File: config.mk
export PLATFORM = sky130hd
export DESIGN_NAME = pc_sequencer
export DESIGN_NICKNAME = d
export VERILOG_FILES = /design/src/rtl/pc_sequencer.sv
export SDC_FILE = /design/constraint.sdc
export NUM_CORES = 1
export LEC_CHECK = 0
export BUFFER_PORTS_ARGS = -buffer_cell sky130_fd_sc_hd__clkbuf_2
export CAP_MARGIN = 20
export CORE_AREA = 2 2 140 115
export DETAILED_ROUTE_END_ITERATION = 6
export DIE_AREA = 0 0 142 117
export GPL_ROUTABILITY_DRIVEN = 0
export PLACE_DENSITY_LB_ADDON = 0.3
export SYNTH_ARGS = -nofsm -noshare
export SYNTH_HDL_FRONTEND = slang
export SYNTH_SLANG_ARGS = --single-unit
export TNS_END_PERCENT = 100
File: constraint.sdc
create_clock -name clk -period 5.5 [get_ports clk]
set_input_delay 1.1 -clock clk [delete_from_list [all_inputs] [get_ports clk]]
set_output_delay 1.1 -clock clk [all_outputs]
set_load 0.05 [all_outputs]
File: src/rtl/pc_sequencer.sv
// rtl/pc_sequencer.sv - next-PC selection with exception, flush, halt and stall-count sequencing
module pc_sequencer #(
  parameter logic [31:0] RESET_VECTOR = 32'h0000_0000,
  parameter logic [31:0] EXC_VECTOR   = 32'h0000_0180,
  parameter int unsigned FLUSH_CYCLES = 1
) (
  input  logic        clk,
  input  logic        reset,
  input  logic [31:0] pc_current,
  input  logic        branch_taken,
  input  logic [31:0] branch_imm,
  input  logic        jump,
  input  logic [25:0] jump_index,
  input  logic        jr,
  input  logic [31:0] jr_addr,
  input  logic        stall,
  input  logic        halt_req,
  input  logic        resume,
  input  logic        exception,
  input  logic [4:0]  exc_code,
  output logic [31:0] pc_next,
  output logic        flush,
  output logic        halted,
  output logic [31:0] epc,
  output logic [4:0]  cause,
  output logic [15:0] stall_cycles
);

  typedef enum logic [1:0] {
    S_RUN   = 2'd0,
    S_FLUSH = 2'd1,
    S_HALT  = 2'd2
  } state_e;

  localparam logic [3:0] FLUSH_INIT = 4'(FLUSH_CYCLES);
  localparam logic [4:0] CAUSE_ADEL = 5'd4;

  state_e      state_q, state_d;
  logic [3:0]  cnt_q, cnt_d;
  logic        halt_pend_q, halt_pend_d;
  logic [31:0] epc_q, epc_d;
  logic [4:0]  cause_q, cause_d;
  logic [15:0] stall_q, stall_d;

  logic [31:0] pc_plus4;
  logic [31:0] br_target;
  logic [31:0] j_target;
  logic [31:0] flow_pc;
  logic [31:0] sel_pc;
  logic        jr_misaligned;
  logic        take_exc;
  logic [15:0] stall_inc;

  assign pc_plus4      = pc_current + 32'd4;
  assign br_target     = pc_plus4 + (branch_imm << 2);
  assign j_target      = {pc_plus4[31:28], jump_index, 2'b00};
  assign jr_misaligned = jr && (jr_addr[1:0] != 2'b00);
  assign stall_inc     = (stall_q == 16'hFFFF) ? stall_q : stall_q + 16'd1;

  // Ordinary control-flow choice shared by RUN and FLUSH (halt, stall, jr, jump, branch, fall-through).
  always_comb begin
    flow_pc = pc_plus4;
    if (halt_req)          flow_pc = pc_plus4;
    else if (stall)        flow_pc = pc_current;
    else if (jr)           flow_pc = jr_addr;
    else if (jump)         flow_pc = j_target;
    else if (branch_taken) flow_pc = br_target;
  end

  // Next-state and next-PC selection; exceptions pre-empt everything in RUN and HALT.
  always_comb begin
    state_d     = state_q;
    cnt_d       = cnt_q;
    halt_pend_d = halt_pend_q;
    epc_d       = epc_q;
    cause_d     = cause_q;
    stall_d     = stall_q;
    sel_pc      = pc_plus4;
    take_exc    = 1'b0;

    unique case (state_q)
      S_RUN:   take_exc = exception || jr_misaligned;
      S_HALT:  take_exc = exception;
      default: take_exc = 1'b0;
    endcase

    if (take_exc) begin
      sel_pc      = EXC_VECTOR;
      epc_d       = pc_current;
      cause_d     = exception ? exc_code : CAUSE_ADEL;
      state_d     = S_FLUSH;
      cnt_d       = FLUSH_INIT;
      halt_pend_d = 1'b0;
    end else begin
      unique case (state_q)
        S_RUN: begin
          sel_pc = flow_pc;
          if (halt_req)   state_d = S_HALT;
          else if (stall) stall_d = stall_inc;
        end
        S_FLUSH: begin
          sel_pc = flow_pc;
          // A halt seen during flush is remembered and honoured once the flush window closes.
          if (halt_req)   halt_pend_d = 1'b1;
          else if (stall) stall_d = stall_inc;
          cnt_d = cnt_q - 4'd1;
          if (cnt_q <= 4'd1) begin
            cnt_d       = 4'd0;
            state_d     = (halt_pend_q || halt_req) ? S_HALT : S_RUN;
            halt_pend_d = 1'b0;
          end
        end
        S_HALT: begin
          sel_pc = pc_current;
          if (resume) state_d = S_RUN;
        end
        default: begin
          sel_pc  = pc_plus4;
          state_d = S_RUN;
        end
      endcase
    end
  end

  // Sequencer state, exception record and stall counter.
  always_ff @(posedge clk or negedge reset) begin
    if (!reset) begin
      state_q     <= S_RUN;
      cnt_q       <= 4'd0;
      halt_pend_q <= 1'b0;
      epc_q       <= 32'd0;
      cause_q     <= 5'd0;
      stall_q     <= 16'd0;
    end else begin
      state_q     <= state_d;
      cnt_q       <= cnt_d;
      halt_pend_q <= halt_pend_d;
      epc_q       <= epc_d;
      cause_q     <= cause_d;
      stall_q     <= stall_d;
    end
  end

  assign pc_next      = reset ? sel_pc : RESET_VECTOR;
  assign flush        = (state_q == S_FLUSH);
  assign halted       = (state_q == S_HALT);
  assign epc          = epc_q;
  assign cause        = cause_q;
  assign stall_cycles = stall_q;

endmodule

---- After elaboration in Yosys (flattened, before gate mapping) ----
Cells that the tools add are included.
storage, ports and cells
  register bits after elaboration ......... 60
  input bits .............................. 136
operators by class
  equality and inequality tests ........... 6
  bitwise operators ....................... 3
  add/subtract/negate cells ............... 4
  $lt $le $gt $ge ......................... 1
  reduce and logical (&&, ||, !) cells .... 11
  mux-type cells .......................... 23
operators with widths
  operator                                                        number
  two-way mux 32 bit                                              7
  one-hot mux 32 bit (2 select lines)                             1
  adder 32 x 3 -> 32 bit, second input constant                   1
  adder 32 bit                                                    1
  adder 16 x 1 -> 16 bit, second input constant                   1
  equality test 16 bit, second input constant                     1
  two-way mux 4 bit                                               3
  two-way mux 2 bit                                               5
  one-hot mux 2 bit (3 select lines)                              1
  two-way mux 5 bit                                               1
  AND reduction 5 bit                                             1
  less-or-equal comparator 4 x 1 -> 1 bit, second input constant  1
  two-way mux 1 bit                                               4
  nonzero test 2 bit                                              2
  subtractor 4 x 1 -> 4 bit, second input constant                1
  != test 3 x 1 -> 1 bit, second input constant                   1
  != test 3 x 2 -> 1 bit, second input constant                   1
  != test 3 bit, second input constant                            1
  NOT 1 bit                                                       3
  AND reduction 3 bit                                             1
  nonzero test 3 bit                                              1
  equality test 2 x 1 -> 1 bit, second input constant             1
  equality test 2 bit, second input constant                      1
  logical NOT 2 bit                                               1
  5 further kinds                                                 6

---- Logic depth before layout (Yosys ltp) ----
Gate-level depths: netlist of the first run.
  depth in word-level cells ............... 10
  gate-level depth with buffers ........... 17

---- Worst setup path after synthesis of the first run ----
Ideal clock, no wire load.
  path type ............................... in2out
  start ................................... input port pc_current[7]
  end ..................................... output port pc_next[15]
  slack ................................... -1718 ps
  cell stages on the path ................. 13
  required time ........................... 4400 ps
  arrival time ............................ 6118 ps
  path through ............................ buf_2 -> nand3_1 -> nor3_1 -> and3_1 -> xor2_1 -> ha_1 -> a21oi_1 -> o221ai_1 -> a2111o_1 -> nand2_1 -> xnor2_1 -> mux2i_1 -> a2111oi_0
between the ends
  word-level cells in the longest chain between the ends .. 10
RTL lines
  item                                   line  source
  from (decl)                            9     input logic [31:0] pc_current,
  adder 32 x 3 -> 32 bit *               54    assign pc_plus4 = pc_current + 32'd4;
  adder 32 bit                           55    assign br_target = pc_plus4 + (branch_imm << 2);
  two-way mux 32 bit                     67    else if (branch_taken) flow_pc = br_target;
  two-way mux 32 bit                     66    else if (jump) flow_pc = j_target;
  two-way mux 32 bit                     65    else if (jr) flow_pc = jr_addr;
  two-way mux 32 bit                     64    else if (stall) flow_pc = pc_current;
  two-way mux 32 bit                     63    if (halt_req) flow_pc = pc_plus4;
  one-hot mux 32 bit (2 select lines) *  95    unique case (state_q)
  two-way mux 32 bit *                   87    if (take_exc) begin
  two-way mux 32 bit *                   144   assign pc_next = reset ? sel_pc : RESET_VECTOR;
  to (decl)                              21    output logic [31:0] pc_next,
Mark *: on every way between the ends. The rest lies on a longest branch, timed or not.

---- Final worst setup path of the first run ----
  start ................................... input port pc_current[9]
  end ..................................... output port pc_next[30]
The elaborated chain is that of the path after synthesis.

==> out/metrics.csv, run 1 <==
metric,value,unit
total track usage,0.3378,
hold_ws,0.4702,ns
core area,15340,um2
P_leak,5.262,nW
total grt overflow,0,
Final Max Tran Viols,0,
actual transition at the worst max-transition pin,0.9059,ns
die area,16610,um2
critical path class,in -> out,
cts bufs inserted,9,
Chip Width,142,um
main area contributors after synthesis,"dfrtp_1 (21%), nand2_1 (9.4%), ha_1 (6.4%), a21oi_1 (6.2%), xnor2_1 (5.8%)",
die height,117,um
setup ws final,-0.1603,ns
Syn Area/Cell,7.243,um2
ANT cells,0,
DR WL/cell,19.52,um
CP peak stage delay,0.45,ns
hpwl dp,22430,um
async set or reset register ratio after synthesis,1.000,
status,finished with violations,
setup TNS,-0.3361,ns
Tcrit/Tclk final,1.029,
share of cells above drive strength 1,0.4043,
site row count,41,
largest net degree at the start of global routing,49,
Worst Setup Start Kind,primary input,
htree depth,3,
multi-input logic area,6028,um2
placed instance area,9985,um2
Max Buffers Root-to-Sink,2,
Max-slew headroom,0.3946,
Reg2Reg Launch Point,state_q[1]$_DFFE_PN0P_,
final instance area,11090,um2
initial antenna violation count,0,
max frequency,0.1767,GHz
drt first pass iters,5,
CP required,4.40,ns
routed vias/inst,6.202,
Post-synth EDFFs,0,
"area leader, netlist",dfrtp_1,
endpoints failing hold,0,
Max VDD drop,0.3274,mV
# clock sinks,60,
unrepaired setup endpoints after global routing,true,
Setup crit start,pc_current[9],
"most common cell after layout, fill and taps aside",clkbuf_2,
drt total wl,30080,um
main flop type after synthesis,dfrtp_1,
Setup crit end kind,primary output,
synthesized instance count,995,
most frequent cells in the layout,"clkbuf_2 (186), nand2_1 (178), buf_4 (174)",
Layout area overhead,53.87,%
fillcell total,1152,
global-route wire length before repair,44090,um
drc violations,0,
Register Area,1501,um2
antenna-violating nets left,0,
clk slew on worst S/H paths,0.05,ns
Root Driver,clkbuf_16,
post-synthesis sequential area ratio,0.2083,
slowest CP cell,or3_4,
fin cells,1541,
CP max FO,5,
Synth top area share,0.2083,
failing checks,setup timing,
Post-CTS Hold Fix Bufs,0,
layout net count,1517,
CTS tree,built,
Yosys Warn Count,0,
IO Count,223,
vias in the first global route,8569,
Seq cells post-synth,60,
Synthesized Nets,1169,
endpoints failing setup,4,
synthesized area,7207,um2
final clock skew,0.007302,ns
via count,9558,
MaxCap Viol Count,0,
HP Start,epc[22]$_DFFE_PN0P_,
Initial Utilization,0.4699,
Synth cell types,88,
worst min-delay path class,reg -> reg,
DR iter-0 viols,856,
crit path DAT,4.56,ns
IO buf count,220,
post-layout minimum cycle time,5.660,ns
Cell Pwr Density,332.3,nW/um2
worst skew pair latency,0.32,ns
"Cell Chain, Critical Path","buf_8, nand4_4, buf_6, nor3_4, buf_6, nand3_4, or3_4, nand2_4, ha_4, and4_4, nand4_1, or3_4, a311oi_4, nor3_4, a21o_1, o31ai_4, a21oi_4, buf_12",
Placed Cells,1503,
==> per-layer routing <==
layer | routed length [um] | vias up | GRT usage
met5 | 0 | - | 0
met4 | 1548 | 0 | 0.1667
met3 | 3334 | 121 | 0.07038
met2 | 13620 | 672 | 0.5330
met1 | 11570 | 4429 | 0.4445
li1 | - | 4336 | -
==> state kept, by name, indices dropped and copies added, names as in the netlist <==
name / cells
epc: 32
stall_cycles: 16
cause: 5
cnt_q: 4
state_q: 2
halt_pend_q: 1
==> logic make-up after synthesis <==
family                     after synthesis  share of synthesized area
muxes                                    7                   0.009896
adders and majority gates               38                    0.06701
xor gates and xnor gates                71                    0.08837
buffers and inverters                  107                    0.05903
DFF                                     60                     0.2083
AOI/OAI and AO/OA                      324                     0.3047
and+or+nand+nor                        388                     0.2627
==> report_power, final <==
part / internal, mW / total, mW / switching, mW / leakage [nW]
sequential: 0.608 / 0.727 / 0.119 / 0.763
combinational: 0.775 / 2.46 / 1.68 / 4.36
clock: 0.313 / 0.499 / 0.186 / 0.135
==> area by class of cell <==
type | instances | area share
timing repair buffer | 404 | 0.2613
clock inverter | 5 | 0.002482
sequential | 60 | 0.1354
multi-input combinational | 828 | 0.5436
tap | 193 | 0.02178
clock buffer | 11 | 0.02189
inverter | 40 | 0.01354
==> worst paths after layout <==
check                      slack [ns]                          end  depth (start not counted)
setup / recovery                -0.16                  pc_next[30]                         18
hold / removal                   0.47          epc[22]$_DFFE_PN0P_                          2
setup reg to reg                 2.64  stall_cycles[7]$_DFFE_PN0P_                          8
hold reg to reg                  0.47          epc[22]$_DFFE_PN0P_                          2
max in group asynchronous        3.80          epc[10]$_DFFE_PN0P_                          2
min in group asynchronous        0.72          epc[27]$_DFFE_PN0P_                          1
==> metrics by stage <==
stage,util,power (mW),setup WS [ns]
after detailed placement,0.6510,3.056,-0.3188
after global routing,0.7230,3.874,-0.2157
final,0.7230,3.685,-0.1603
after global placement,0.6510,3.018,-0.2568
after floorplan,-,2.284,-0.1396
after CTS,0.6907,3.599,-0.03557
==> worst max-delay path, delay by kind of cell <==
| family | cells | cell delay [ns] |
|---|---|---|
| AND/OR/NAND/NOR | 9 | 1.86 |
| AO/OA/AOI/OAI | 4 | 0.89 |
| buffers and inverters | 4 | 0.55 |
| adder cells (fa/ha/maj) | 1 | 0.16 |
==> cell usage after synthesis, types with 4 or more instances <==
cell type and number:
nand2_1 180, a21oi_1 89, nor2_1 66, dfrtp_1 60
o21ai_0 59, clkbuf_1 49, xnor2_1 48, inv_1 39
ha_1 37, nand3_1 34, and3_1 22, nor3_1 21
xor2_1 21, a211oi_1 17, a21o_1 16, a221oi_1 15
a31oi_1 15, o211ai_1 13, o22ai_1 12, buf_2 11
and4_1 10, nand4_1 10, nand2b_1 9, and2_1 7
o221ai_1 7, a211o_1 6, a311oi_1 6, mux2i_1 6
o21bai_1 6, o311a_1 6, buf_1 5, a22o_1 4
a311o_1 4, o21a_1 4, o31ai_1 4
==> repair_timing <==
| action | CTS | global route |
|---|---|---|
| gates resized for setup | 50 | 97 |
| setup endpoints to repair | 13 | 19 |
| pin swaps | 28 | 60 |
| hold endpoints to repair | 0 | 0 |
| setup buffers | 9 | 13 |
Power figures use the tool's default switching activity.
==> run 2: changes to the inputs <==
--- a/config.mk
+++ b/config.mk
@@ -7,11 +7,11 @@
 export LEC_CHECK = 0
 export BUFFER_PORTS_ARGS = -buffer_cell sky130_fd_sc_hd__clkbuf_2
 export CAP_MARGIN = 20
-export CORE_AREA = 2 2 140 115
+export CORE_AREA = 2 2 134 110
 export DETAILED_ROUTE_END_ITERATION = 6
-export DIE_AREA = 0 0 142 117
+export DIE_AREA = 0 0 136 112
 export GPL_ROUTABILITY_DRIVEN = 0
-export PLACE_DENSITY_LB_ADDON = 0.3
+export PLACE_DENSITY_LB_ADDON = 0.1
 export SYNTH_ARGS = -nofsm -noshare
 export SYNTH_HDL_FRONTEND = slang
 export SYNTH_SLANG_ARGS = --single-unit
==> constraint.sdc (replaced) <==
create_clock -name clk -period 6.6 [get_ports clk]
set_input_delay 1.32 -clock clk [delete_from_list [all_inputs] [get_ports clk]]
set_output_delay 1.32 -clock clk [all_outputs]
set_load 0.05 [all_outputs]
==> out/metrics.csv, run 2 (same netlist as run 1, synthesis figures left out) <==
metric,value,unit,change
status,"finished, final reports clean",,
Setup crit start,pc_current[8],,
drc violations,0,,unchanged
die height,112,um,-4.3%
CP peak stage delay,0.46,ns,about the same
global-route wire length before repair,41090,um,-6.8%
CTS tree,built,,
Chip Width,136,um,-4.2%
hpwl dp,20940,um,-6.6%
endpoints failing hold,0,,unchanged
Max Buffers Root-to-Sink,2,,unchanged
largest net degree at the start of global routing,53,,+8.2%
Root Driver,clkbuf_16,,
endpoints failing setup,0,,-4
actual transition at the worst max-transition pin,0.7976,ns,-0.1083 ns
Worst Setup Start Kind,primary input,,
Initial Utilization,0.5164,,+0.04655
worst skew pair latency,0.33,ns,about the same
drt first pass iters,6,,+1
clk slew on worst S/H paths,0.05,ns,about the same
final instance area,9123,um2,-18%
# clock sinks,60,,unchanged
cts bufs inserted,9,,unchanged
r2r worst-path depth,8,,unchanged
critical path class,in -> out,,
fin cells,1414,,-8.2%
Register Area,1501,um2,unchanged
multi-input logic area,5341,um2,-11%
max frequency,0.1553,GHz,
placed instance area,8805,um2,-12%
Top delay family on crit path,simple AND/OR/NAND/NOR gates,,
fillcell total,1318,,+14%
Layout area overhead,26.58,%,
critical path depth,17,,-1
Reg2Reg Launch Point,state_q[1]$_DFFE_PN0P_,,
worst min-delay path class,reg -> reg,,
die area,15230,um2,-8.3%
htree depth,3,,unchanged
most frequent cells in the layout,"clkbuf_2 (217), nand2_1 (180), a21oi_1 (89)",,
R2R Setup Slk,3.67,ns,+1.03 ns
slowest CP cell,ha_1,,
final clock skew,0.008757,ns,+0.001455 ns
WHS Path Cells,2,,unchanged
crit path DAT,5.12,ns,+0.56 ns
CP required,5.28,ns,+0.88 ns
drt total wl,26690,um,-11%
Setup crit end kind,primary output,,
initial antenna violation count,0,,unchanged
Post-CTS Hold Fix Bufs,0,,unchanged
Max-slew headroom,0.4663,,+0.07169
setup TNS,0,ns,+0.3361 ns
DR WL/cell,18.88,um,-3.3%
IO buf count,220,,unchanged
core area,13960,um2,-9.0%
MaxCap Viol Count,0,,unchanged
worst path buffer plus inverter count,5,,+1
"Cell Chain, Critical Path","clkbuf_2, nand4_4, nor3_4, buf_4, buf_4, nand4_1, xor2_1, inv_1, ha_1, and3_1, nand3_1, nor4_1, a211oi_1, nor3_1, o21ai_0, a21boi_0, clkbuf_2",,
P_leak,4.431,nW,-16%
routed vias/inst,6.115,,-1.4%
DR iter-0 viols,971,,+13%
Util after Layout,0.6537,,-0.06931
Max VDD drop,0.3211,mV,-1.9%
"most common cell after layout, fill and taps aside",clkbuf_2,,
via count,8646,,-9.5%
Final Max Tran Viols,0,,unchanged
site row count,39,,-4.9%
unrepaired setup endpoints after global routing,false,,
Tcrit/Tclk final,0.9758,,
max reg flops,32,,unchanged
Worst Setup EP,pc_next[29],,
ANT cells,0,,unchanged
total grt overflow,0,,unchanged
CP max FO,9,,+4
IO Count,223,,unchanged
reg-to-reg endpoint,stall_cycles[11]$_DFFE_PN0P_,,
vias in the first global route,7986,,-6.8%
Cell Pwr Density,311.6,nW/um2,-6.2%
layout net count,1399,,-7.8%
post-layout minimum cycle time,6.441,ns,
antenna-violating nets left,0,,unchanged
total track usage,0.3422,,+0.004399
Placed Cells,1397,,-7.1%
share of cells above drive strength 1,0.2764,,-0.1279
-- run 2: tightest hold or removal path, cell delays in order, from the launching register on --
cell,delay [ns]
dfrtp_1,0.33
nand2_1,0.05
nand2_1,0.06
-- run 2: per-layer routing --
| layer | global-route usage | part of all wire |
|---|---|---|
| met2 | 0.5320 | 0.44 |
| met1 | 0.4712 | 0.41 |
| met5 | 0 | 0 |
| met3 | 0.07058 | 0.11 |
| met4 | 0.1188 | 0.037 |
-- run 2: worst min-delay path by stage --
stage,from,to,slack [ns]
6_report,epc[12]$_DFFE_PN0P_,epc[12]$_DFFE_PN0P_,0.47
5_1_grt,epc[31]$_DFFE_PN0P_,epc[31]$_DFFE_PN0P_,0.51
4_1_cts,epc[12]$_DFFE_PN0P_,epc[12]$_DFFE_PN0P_,0.48
3_5_place_dp,epc[10]$_DFFE_PN0P_,epc[10]$_DFFE_PN0P_,0.46
3_3_place_gp,epc[12]$_DFFE_PN0P_,epc[12]$_DFFE_PN0P_,0.46
2_1_floorplan,cnt_q[2]$_DFFE_PN0P_,cnt_q[2]$_DFFE_PN0P_,0.52
-- run 2: area by class of cell --
type	instances	area share
Tap cell	184	0.02524
Clock inverter	5	0.005761
Clock buffer	11	0.02551
Multi-Input combinational cell	828	0.5855
Timing Repair Buffer	286	0.1769
Sequential cell	60	0.1646
Inverter	40	0.01646
-- run 2: per-stage QoR --
step / setup slack, ns / hold slack (ns) / total power, mW
floorplan: 0.04528 / 0.5226 / 1.871
global placement: 0.2123 / 0.4590 / 2.340
detailed placement: 0.2225 / 0.4623 / 2.367
CTS: 0.1920 / 0.4791 / 2.825
global route: 0.0004294 / 0.5087 / 2.998
finish: 0.1594 / 0.4717 / 2.843
-- run 2: report_power, final --
part | switching (mW) | total (mW) | leakage (nW) | internal, mW
Clock | 0.163 | 0.453 | 0.139 | 0.290
Combinational | 1.30 | 1.78 | 3.53 | 0.475
Sequential | 0.105 | 0.612 | 0.763 | 0.506
-- run 2: repair_timing --
| action | CTS | global route |
|---|---|---|
| setup buffers | 0 | 1 |
| setup endpoints to repair | 0 | 3 |
| gates resized for setup | 0 | 6 |
